File: src/rtl/ls148_key_encoder.sv
// ls148_key_encoder
//   Debounced, clocked version of a 74LS148 8-to-3 priority encoder.
//   The block synchronises the request lines and waits for a stable
//   pattern. It then issues a single code/multi result over a
//   valid/ready handshake. No further result is issued until every line
//   has been released.
//
// Ports
//   clk        rising-edge clock for all state
//   rst_n      asynchronous active-low reset
//   en_n       active-low enable (EI)
//   i_n[7:0]   active-low request lines, asynchronous to clk
//   ready      consumer accepts the code while valid is high
//   code[2:0]  index of the highest requested line in the captured pattern
//   valid      code/multi hold a debounced result
//   multi      more than one line was low in the captured pattern
//   gs_n       active-low group select (enabled, some line requested)
//   eo_n       active-low enable out (enabled, no line requested)
//   dbg_state  current FSM state: 0 IDLE, 1 DEBOUNCE, 2 HOLD, 3 RELEASE
//
// Handshake: a transfer happens at any rising edge where valid and ready
// are both high. Once valid is raised, valid, code and multi stay constant
// until that transfer. The consumer may hold ready high all the time, so
// the minimum valid width is one cycle. code and multi keep their last
// values after valid falls.
module ls148_key_encoder #(
    parameter int unsigned DEBOUNCE_CYCLES = 4
) (
    input  logic       clk,
    input  logic       rst_n,
    input  logic       en_n,
    input  logic [7:0] i_n,
    input  logic       ready,
    output logic [2:0] code,
    output logic       valid,
    output logic       multi,
    output logic       gs_n,
    output logic       eo_n,
    output logic [1:0] dbg_state
);

    typedef enum logic [1:0] {
        IDLE     = 2'd0,
        DEBOUNCE = 2'd1,
        HOLD     = 2'd2,
        RELEASE  = 2'd3
    } state_t;

    // Last counter value before the result is issued.
    localparam logic [7:0] CNT_LAST = 8'(DEBOUNCE_CYCLES - 1);

    state_t     state;
    logic [7:0] sync1;
    logic [7:0] sync;
    logic [7:0] snap;
    logic [7:0] cnt;

    logic [2:0] snap_code;
    logic       snap_multi;
    logic [7:0] snap_req;

    // Two-stage synchroniser for the asynchronous request lines.
    always_ff @(posedge clk or negedge rst_n) begin
        if (!rst_n) begin
            sync1 <= 8'hFF;
            sync  <= 8'hFF;
        end else begin
            sync1 <= i_n;
            sync  <= sync1;
        end
    end

    // Highest-numbered low bit wins. The loop runs upward, so later
    // (higher) matches overwrite earlier ones.
    always_comb begin
        snap_code = 3'd0;
        for (int k = 0; k < 8; k++) begin
            if (!snap[k]) snap_code = 3'(k);
        end
    end

    // Clearing the lowest set bit leaves a nonzero value only when at
    // least two lines are requested.
    assign snap_req   = ~snap;
    assign snap_multi = (snap_req & (snap_req - 8'd1)) != 8'd0;

    // Group-select / enable-out flags track the synchronised lines every
    // cycle, independent of the FSM.
    always_ff @(posedge clk or negedge rst_n) begin
        if (!rst_n) begin
            gs_n <= 1'b1;
            eo_n <= 1'b1;
        end else begin
            gs_n <= en_n | (sync == 8'hFF);
            eo_n <= en_n | (sync != 8'hFF);
        end
    end

    always_ff @(posedge clk or negedge rst_n) begin
        if (!rst_n) begin
            state <= IDLE;
            snap  <= 8'hFF;
            cnt   <= 8'd0;
            code  <= 3'b000;
            multi <= 1'b0;
            valid <= 1'b0;
        end else begin
            case (state)
                IDLE: begin
                    if (!en_n && sync != 8'hFF) begin
                        snap  <= sync;
                        cnt   <= 8'd0;
                        state <= DEBOUNCE;
                    end
                end
                DEBOUNCE: begin
                    if (en_n || sync != snap) begin
                        state <= IDLE;
                    end else if (cnt == CNT_LAST) begin
                        code  <= snap_code;
                        multi <= snap_multi;
                        valid <= 1'b1;
                        state <= HOLD;
                    end else begin
                        cnt <= cnt + 8'd1;
                    end
                end
                HOLD: begin
                    // Input changes are ignored here; only the consumer
                    // can end the hold.
                    if (ready) begin
                        valid <= 1'b0;
                        state <= RELEASE;
                    end
                end
                RELEASE: begin
                    // A line that stays held must not be reported twice.
                    if (sync == 8'hFF) state <= IDLE;
                end
                default: state <= IDLE;
            endcase
        end
    end

    assign dbg_state = state;

endmodule

File: config.mk
export PLATFORM = sky130hd
export DESIGN_NAME = ls148_key_encoder
export DESIGN_NICKNAME = d
export VERILOG_FILES = /design/src/rtl/ls148_key_encoder.sv
export SDC_FILE = /design/constraint.sdc
export NUM_CORES = 1
export LEC_CHECK = 0
export ABC_AREA = 1
export CAP_MARGIN = 5
export CELL_PAD_IN_SITES_DETAIL_PLACEMENT = 0
export CELL_PAD_IN_SITES_GLOBAL_PLACEMENT = 1
export CORE_MARGIN = 5
export CORE_UTILIZATION = 45
export DETAILED_ROUTE_END_ITERATION = 16
export GPL_ROUTABILITY_DRIVEN = 0
export PLACE_DENSITY_LB_ADDON = 0.08
export SLEW_MARGIN = 20
export SYNTH_ARGS = -nofsm -noshare
export SYNTH_HDL_FRONTEND = slang
export SYNTH_SLANG_ARGS = --single-unit
File: constraint.sdc
create_clock -name clk -period 2.5 [get_ports clk]
set_clock_uncertainty 0.15 [all_clocks]
set_input_delay 0.5 -clock clk [delete_from_list [all_inputs] [get_ports clk]]
set_output_delay 0.5 -clock clk [all_outputs]
set_load 0.05 [all_outputs]
==> summary.log, run 1 <==
INFO  worst_setup_path worst-endpoint-required=1850ps
INFO  worst_setup_path timing.critical_path.slowest_cell_delay=870ps
INFO  synthesis      synthesis.area=1980um^2
INFO  pwr            leakage=1.14nW
INFO  global_route   grt_max_degree=42
INFO  clocking       cts_tree=yes
INFO  worst_setup_path cp_num_buf_inv=1
INFO  detailed_routing vias=1,446
INFO  synthesis      synth-warning-count=0
INFO  detailed_routing post_drt_via_cell_ratio=4.68
INFO  worst_setup_path timing.critical_path.max_delay_family=buffers and inverters
INFO  worst_setup_path timing.critical_path.slowest_stage_cell=sky130_fd_sc_hd__clkdlybuf4s50_1
INFO  global_route   grt_pass1_wl=6.29mm
INFO  sta            worst_pin_slew=885ps
INFO  detailed_routing drt_iter0_drc=74
INFO  detailed_routing drt-wirelength-per-cell=11.3um
INFO  detailed_routing route.final.wire_length=3.50mm
INFO  synthesis      synthesized_instance_count=229
INFO  floorplan      io_pins=21
INFO  synthesis      seq_area_frac_synth=0.535
INFO  clocking       ctsRootBufferMaster=sky130_fd_sc_hd__clkbuf_8
INFO  global_route   antenna_found_initial=0
INFO  clocking       cts_setup_buffers=0
INFO  sta            rsz0062_at_grt=false
INFO  clocking       clock_sinks=41
INFO  clocking       tritoncts.num_buffers=5
INFO  detailed_routing detail_route.drc_violations=0
INFO  sta            setup_viol=0
INFO  global_route   grt_pass1_vias=1,364
INFO  floorplan      die-width=76.3um
INFO  clocking       cts-root-to-sink-buffers=2
INFO  synthesis      area_share_of_the_leading_cell_type_in_the_synthesized_netlist=0.346
INFO  floorplan      starting_density_of_the_core=0.460
INFO  synthesis      synth.avg_cell_area=8.63um^2
INFO  worst_setup_path cp-end-kind=output pin
INFO  final_layout   layout.cells.most_common_list=sky130_fd_sc_hd__nand2_1, sky130_fd_sc_hd__inv_1, sky130_fd_sc_hd__dfstp_2
INFO  sta            slew_headroom=0.410
INFO  place          placed_cell_area=2240um^2
INFO  final_layout   final_common_cell=sky130_fd_sc_hd__nand2_1
INFO  sta            hold_viol_final=0
INFO  clocking       clk_lat_worst_skew=300ps
INFO  floorplan      die_h=76.3um
INFO  floorplan      floorplan.die_area=5820um^2
INFO  final_layout   final_cell_area=2340um^2
INFO  place          port-buffer-count=20
INFO  synthesis      netlist-cell-type-count=28
INFO  worst_setup_path path_max_fanout=7
INFO  synthesis      synth.area.top_cells=sky130_fd_sc_hd__dfstp_2, sky130_fd_sc_hd__dfrtp_1, sky130_fd_sc_hd__nand2_1
INFO  synthesis      mappedNetlistNets=242
INFO  hold_path      hold_path.class=in -> async
INFO  global_route   grt_remaining_overflow=0
INFO  synthesis      synth_seq_cells=41
INFO  outcome        run_status=finished, final reports clean
INFO  clocking       hold_buffers=0
INFO  sta            slew_violations=0
INFO  synthesis      yosysTopAreaCell=sky130_fd_sc_hd__dfstp_2
INFO  floorplan      fp-row-count=24
INFO  floorplan      fp.coreArea=4290um^2
INFO  final_layout   nNetsFinal=269
INFO  final_layout   drive_gt1_frac=0.206
INFO  place          detailedPlacementHpwl=2.53mm
INFO  pwr            power_per_cell_area=846nW/um^2
INFO  detailed_routing detail-route-antenna-nets=0
INFO  worst_setup_path data_arrival_time_of_the_critical_path=1710ps
INFO  sta            highest_clock_rate=0.423GHz
INFO  worst_setup_path critical_path.startpoint_type=flip-flop
INFO  worst_setup_path critical_path_class=reg -> out
INFO  global_route   grt_usage=0.132
INFO  pwr            ir_drop=427uV
INFO  clocking       cts.clk_slew.worst_paths=90ps
INFO  sta            finalWorstPathRequiredPeriod=2360ps
INFO  clocking       cts_max_level=2
INFO  detailed_routing drtPass1Iterations=4
INFO  flow_run       max-cap-violations=0
INFO  final_layout   antenna-diode-count=0
INFO  final_layout   synthToLayoutAreaGrowth=18.2%
INFO  worst_setup_path timing.critical_path.cells=clkdlybuf4s50_1
INFO  clocking       cts-resized-gates=0
INFO  sta            setup_tns=0ps
INFO  sta            fin_crit_sh=0.945
-- worst paths after layout --
check / startpoint / end / slack [ps] / cells past startpoint
max: flip-flop / dbg_state[1] / 140 / 1
min: rst_n / multi / 150 / 1
max reg2reg: sync[2] / snap[4] / 620 / 6
min reg2reg: sync1[0] / sync[0] / 210 / 0
max in group asynchronous: rst_n / dbg_state[0] / 1480 / 1
min in group clk: sync1[0] / sync[0] / 210 / 0
-- metrics by stage --
step	util	total power, W	hold slack [ps]	instances	setup slack, ps
floorplan	-	0.00135	54.4	229	679
global placement	0.522	0.00152	196	301	413
detailed placement	0.522	0.00152	197	301	395
CTS	0.544	0.00200	195	309	120
global route	0.544	0.00214	214	309	91.3
finish	0.544	0.00198	152	309	137
-- state kept, by name, indices dropped and copies added (netlist names), named ones only --
register / flops
sync: 8
valid: 1
eo_n: 1
cnt: 8
code: 3
sync1: 8
snap: 8
multi: 1
dbg_state: 1
gs_n: 1
-- area by class of cell --
class / count / area [um^2]
fill: 422 / 1960
sequential: 41 / 1060
multi-input combinational: 152 / 779
timing repair buffer: 21 / 203
inverter: 35 / 134
clock buffer: 5 / 68.8
tap: 52 / 65.1
clock inverter: 3 / 28.8
-- routing by layer --
layer / up-vias / GRT usage / part of all wire
met5: - / 0 / 0
met4: 0 / 0.0420 / 0.015
met3: 5 / 0.0402 / 0.046
met2: 26 / 0.207 / 0.44
met1: 649 / 0.175 / 0.50
li1: 766 / - / -
-- cells by family after synthesis --
| family | share of synthesized area |
|---|---|
| muxes | 0.00570 |
| adders and majority gates | 0.00633 |
| buffers and inverters | 0.0703 |
| and+or+nand+nor | 0.289 |
| DFF | 0.535 |
| AOI/OAI and AO/OA | 0.0627 |
| xor gates and xnor gates | 0.0310 |
-- cell usage after synthesis --
library cell and n:
sky130_fd_sc_hd__nand2_1 76, sky130_fd_sc_hd__xor2_1 6, sky130_fd_sc_hd__clkinv_1 1, sky130_fd_sc_hd__inv_1 30
sky130_fd_sc_hd__o21ai_4 1, sky130_fd_sc_hd__inv_4 1, sky130_fd_sc_hd__nor2_4 2, sky130_fd_sc_hd__nor3_4 1
sky130_fd_sc_hd__inv_2 3, sky130_fd_sc_hd__o21ai_0 11, sky130_fd_sc_hd__a21boi_0 1, sky130_fd_sc_hd__nand4_2 1
sky130_fd_sc_hd__dfrtp_1 15, sky130_fd_sc_hd__nand3_1 10, sky130_fd_sc_hd__xnor2_1 1, sky130_fd_sc_hd__buf_2 1
sky130_fd_sc_hd__nand4_1 6, sky130_fd_sc_hd__o21ai_1 4, sky130_fd_sc_hd__dfstp_2 26, sky130_fd_sc_hd__nand3_2 2
sky130_fd_sc_hd__or2_1 1, sky130_fd_sc_hd__mux2_2 1, sky130_fd_sc_hd__nand2_2 3, sky130_fd_sc_hd__ha_1 1
sky130_fd_sc_hd__nor2_8 1, sky130_fd_sc_hd__nand3_4 1, sky130_fd_sc_hd__a21oi_1 5, sky130_fd_sc_hd__nor2_1 17
-- where the power goes --
part	switching, W	internal, W	leakage [nW]
logic	0.000387	0.000202	0.627
clock network	0.000265	0.000211	0.0511
registers	0.000103	0.000809	0.457
(Power assumes the default switching activity.)
==> run 2: changes to the inputs <==
GPL_TIMING_DRIVEN = 0   (was default)
REMOVE_ABC_BUFFERS = 1   (was default)
SLEW_MARGIN = 5   (was 20)
==> summary.log, run 2 (synthesis gave the netlist of run 1 again) <==
INFO  pwr            leakage=1.16nW [+2.3%]
INFO  place          detailedPlace.worstSlack=278ps [-118 ps]
INFO  hold_path      hold_path.class=in -> async
INFO  clocking       ctsRootBufferMaster=sky130_fd_sc_hd__clkbuf_8
INFO  final_layout   antenna-diode-count=0 [unchanged]
INFO  worst_setup_path crit-reg2reg-capture=cnt[1]
INFO  clocking       cts.clk_slew.worst_paths=90ps [about the same]
INFO  final_layout   layout.cells.most_common_list=sky130_fd_sc_hd__nand2_1, sky130_fd_sc_hd__inv_1, sky130_fd_sc_hd__dfstp_2
INFO  sta            worst_pin_slew=514ps [-371 ps]
INFO  flow_run       max-cap-violations=0 [unchanged]
INFO  clocking       cts-resized-gates=0 [unchanged]
INFO  global_route   grt_remaining_overflow=0 [unchanged]
INFO  sta            highest_clock_rate=0.425GHz [+0.47%]
INFO  worst_setup_path cp_num_cells=1 [unchanged]
INFO  pwr            p_int=0.00141W [+16%]
INFO  detailed_routing drt-wirelength-per-cell=11.3um [about the same]
INFO  final_layout   multi_input_area=779um^2 [unchanged]
INFO  sta            rsz0062_at_grt=false
INFO  detailed_routing post_drt_via_cell_ratio=4.69 [+0.21%]
INFO  detailed_routing drt_iter0_drc=52 [-30%]
INFO  place          port-buffer-count=20 [unchanged]
INFO  floorplan      starting_density_of_the_core=0.460 [unchanged]
INFO  pwr            p_sw_frac=0.340 [-0.0420]
INFO  final_layout   nNetsFinal=269 [unchanged]
INFO  worst_setup_path register_to_register_setup_slack=490ps [-130 ps]
INFO  worst_setup_path r2r-start=sync[2]
INFO  global_route   grt_usage=0.131 [-0.00145]
INFO  pwr            seq_power_share=0.426 [-0.035]
INFO  detailed_routing detail-route-antenna-nets=0 [unchanged]
INFO  floorplan      fp-row-count=24 [unchanged]
INFO  worst_setup_path worst_setup_path_endpoint=dbg_state[1]
INFO  sta            hold_viol_final=0 [unchanged]
INFO  pwr            power_per_cell_area=892nW/um^2 [+5.4%]
INFO  detailed_routing detail_route.drc_violations=0 [unchanged]
INFO  final_layout   drive_gt1_frac=0.206 [unchanged]
INFO  worst_setup_path timing.reg2reg.worst_path_depth=8 [+2]
INFO  worst_setup_path critical_path_class=reg -> out
INFO  worst_setup_path timing.critical_path.cells=clkdlybuf4s50_1
INFO  worst_setup_path timing.critical_path.max_delay_family=buffers and inverters
INFO  final_layout   final_common_cell=sky130_fd_sc_hd__nand2_1
INFO  sta            setup_tns=0ps [unchanged]
INFO  clocking       cts_setup_buffers=0 [unchanged]
INFO  floorplan      io_pins=21 [unchanged]
INFO  worst_setup_path cp_num_buf_inv=1 [unchanged]
INFO  detailed_routing vias=1,449 [+0.21%]
INFO  worst_setup_path cp-end-kind=output pin
INFO  place          detailedPlacementHpwl=2.60mm [+2.9%]
INFO  floorplan      die_h=76.3um [unchanged]
INFO  final_layout   regArea=1060um^2 [unchanged]
INFO  global_route   antenna_found_initial=0 [unchanged]
INFO  global_route   grt_max_degree=23 [-45%]
INFO  worst_setup_path critical_path.startpoint_type=flip-flop
INFO  clocking       tritoncts.num_buffers=5 [unchanged]
INFO  detailed_routing drtPass1Iterations=4 [unchanged]
INFO  clocking       cts-root-to-sink-buffers=2 [unchanged]
INFO  floorplan      fp.coreArea=4290um^2 [unchanged]
INFO  pwr            ir_drop=476uV [+11%]
INFO  floorplan      die-width=76.3um [unchanged]
INFO  global_route   grt_pass1_wl=6.20mm [-1.4%]
INFO  sta            slew_violations=0 [unchanged]
INFO  detailed_routing route.final.wire_length=3.50mm [about the same]
INFO  global_route   grt_pass1_vias=1,325 [-2.9%]
INFO  clocking       cts_max_level=2 [unchanged]
INFO  clocking       clock_sinks=41 [unchanged]
INFO  pwr            combinationalPowerShare=0.274 [-0.024]
INFO  clocking       cts_tree=yes
INFO  final_layout   fillCellCount=401 [-5.0%]
INFO  pwr            pwr-share-clk=0.300 [+0.059]
INFO  worst_setup_path timing.critical_path.slowest_stage_cell=sky130_fd_sc_hd__clkdlybuf4s50_1
INFO  sta            final.setup.worst_slack=148ps [+11.1 ps]
INFO  worst_setup_path path_max_fanout=7 [unchanged]
INFO  sta            setup_viol=0 [unchanged]
INFO  sta            fin_crit_sh=0.941 [-0.00445]
INFO  floorplan      floorplan.die_area=5820um^2 [unchanged]
INFO  sta            finalWorstPathRequiredPeriod=2350ps [-11.1 ps]
INFO  clocking       hold_buffers=0 [unchanged]
INFO  pwr            total_switching_power=0.000727W [-3.7%]
INFO  outcome        run_status=finished, final reports clean
INFO  sta            slew_headroom=0.657 [+0.247]
INFO  clocking       clk_lat_worst_skew=300ps [about the same]
INFO  worst_setup_path timing.critical_path.slowest_cell_delay=870ps [about the same]
INFO  final_layout   synthToLayoutAreaGrowth=21.3%
INFO  worst_setup_path worst-endpoint-required=1850ps [about the same]
INFO  worst_setup_path data_arrival_time_of_the_critical_path=1700ps [about the same]
==> run 2: worst min-delay path by stage <==
stage / from / to / slack [ps] / cells past startpoint
detailed placement: sync1[0] / sync[0] / 200 / 0
global route: rst_n / code[2] / 40 / 1
CTS: rst_n / code[2] / 20 / 1
global placement: sync1[4] / sync[4] / 200 / 0
floorplan: rst_n / async pin / 50 / 0
finish: rst_n / code[2] / 10 / 1
==> run 2: final cells by class <==
class	instances	area share
clock buffer	5	0.0287
clock inverter	3	0.0287
tap	52	0.0271
multi-input combinational	152	0.325
inverter	35	0.0558
timing repair buffer	21	0.0929
sequential	41	0.442
==> run 2: metal layers <==
layer	wire length, um	vias to the layer above	track usage
li1	-	762	-
met1	1720	653	0.177
met2	1580	27	0.203
met3	161	7	0.0343
met4	44	0	0.0472
met5	0	-	0
==> run 2: power groups by stage <==
| stage | sequential (W) | clock, W | combinational (W) |
|---|---|---|---|
| after floorplan | 0.000930 | 0 | 0.000418 |
| after global placement | 0.000922 | 0 | 0.000585 |
| after detailed placement | 0.000922 | 0 | 0.000591 |
| after CTS | 0.000911 | 0.000660 | 0.000593 |
| after global routing | 0.000931 | 0.000690 | 0.000669 |
| final | 0.000911 | 0.000641 | 0.000586 |
==> run 2: per-stage QoR <==
| step | hold slack [ps] | std cells | power, W | utilization | cell area [um^2] |
|---|---|---|---|---|---|
| 2_1_floorplan | 54.4 | 228 | 0.00135 | - | 1970 |
| 3_3_place_gp | 195 | 300 | 0.00151 | 0.521 | 2240 |
| 3_5_place_dp | 197 | 301 | 0.00151 | 0.526 | 2260 |
| 4_1_cts | 23.3 | 309 | 0.00216 | 0.558 | 2400 |
| 5_1_grt | 40.5 | 309 | 0.00229 | 0.558 | 2400 |
| 6_report | 12.3 | 309 | 0.00214 | 0.558 | 2400 |
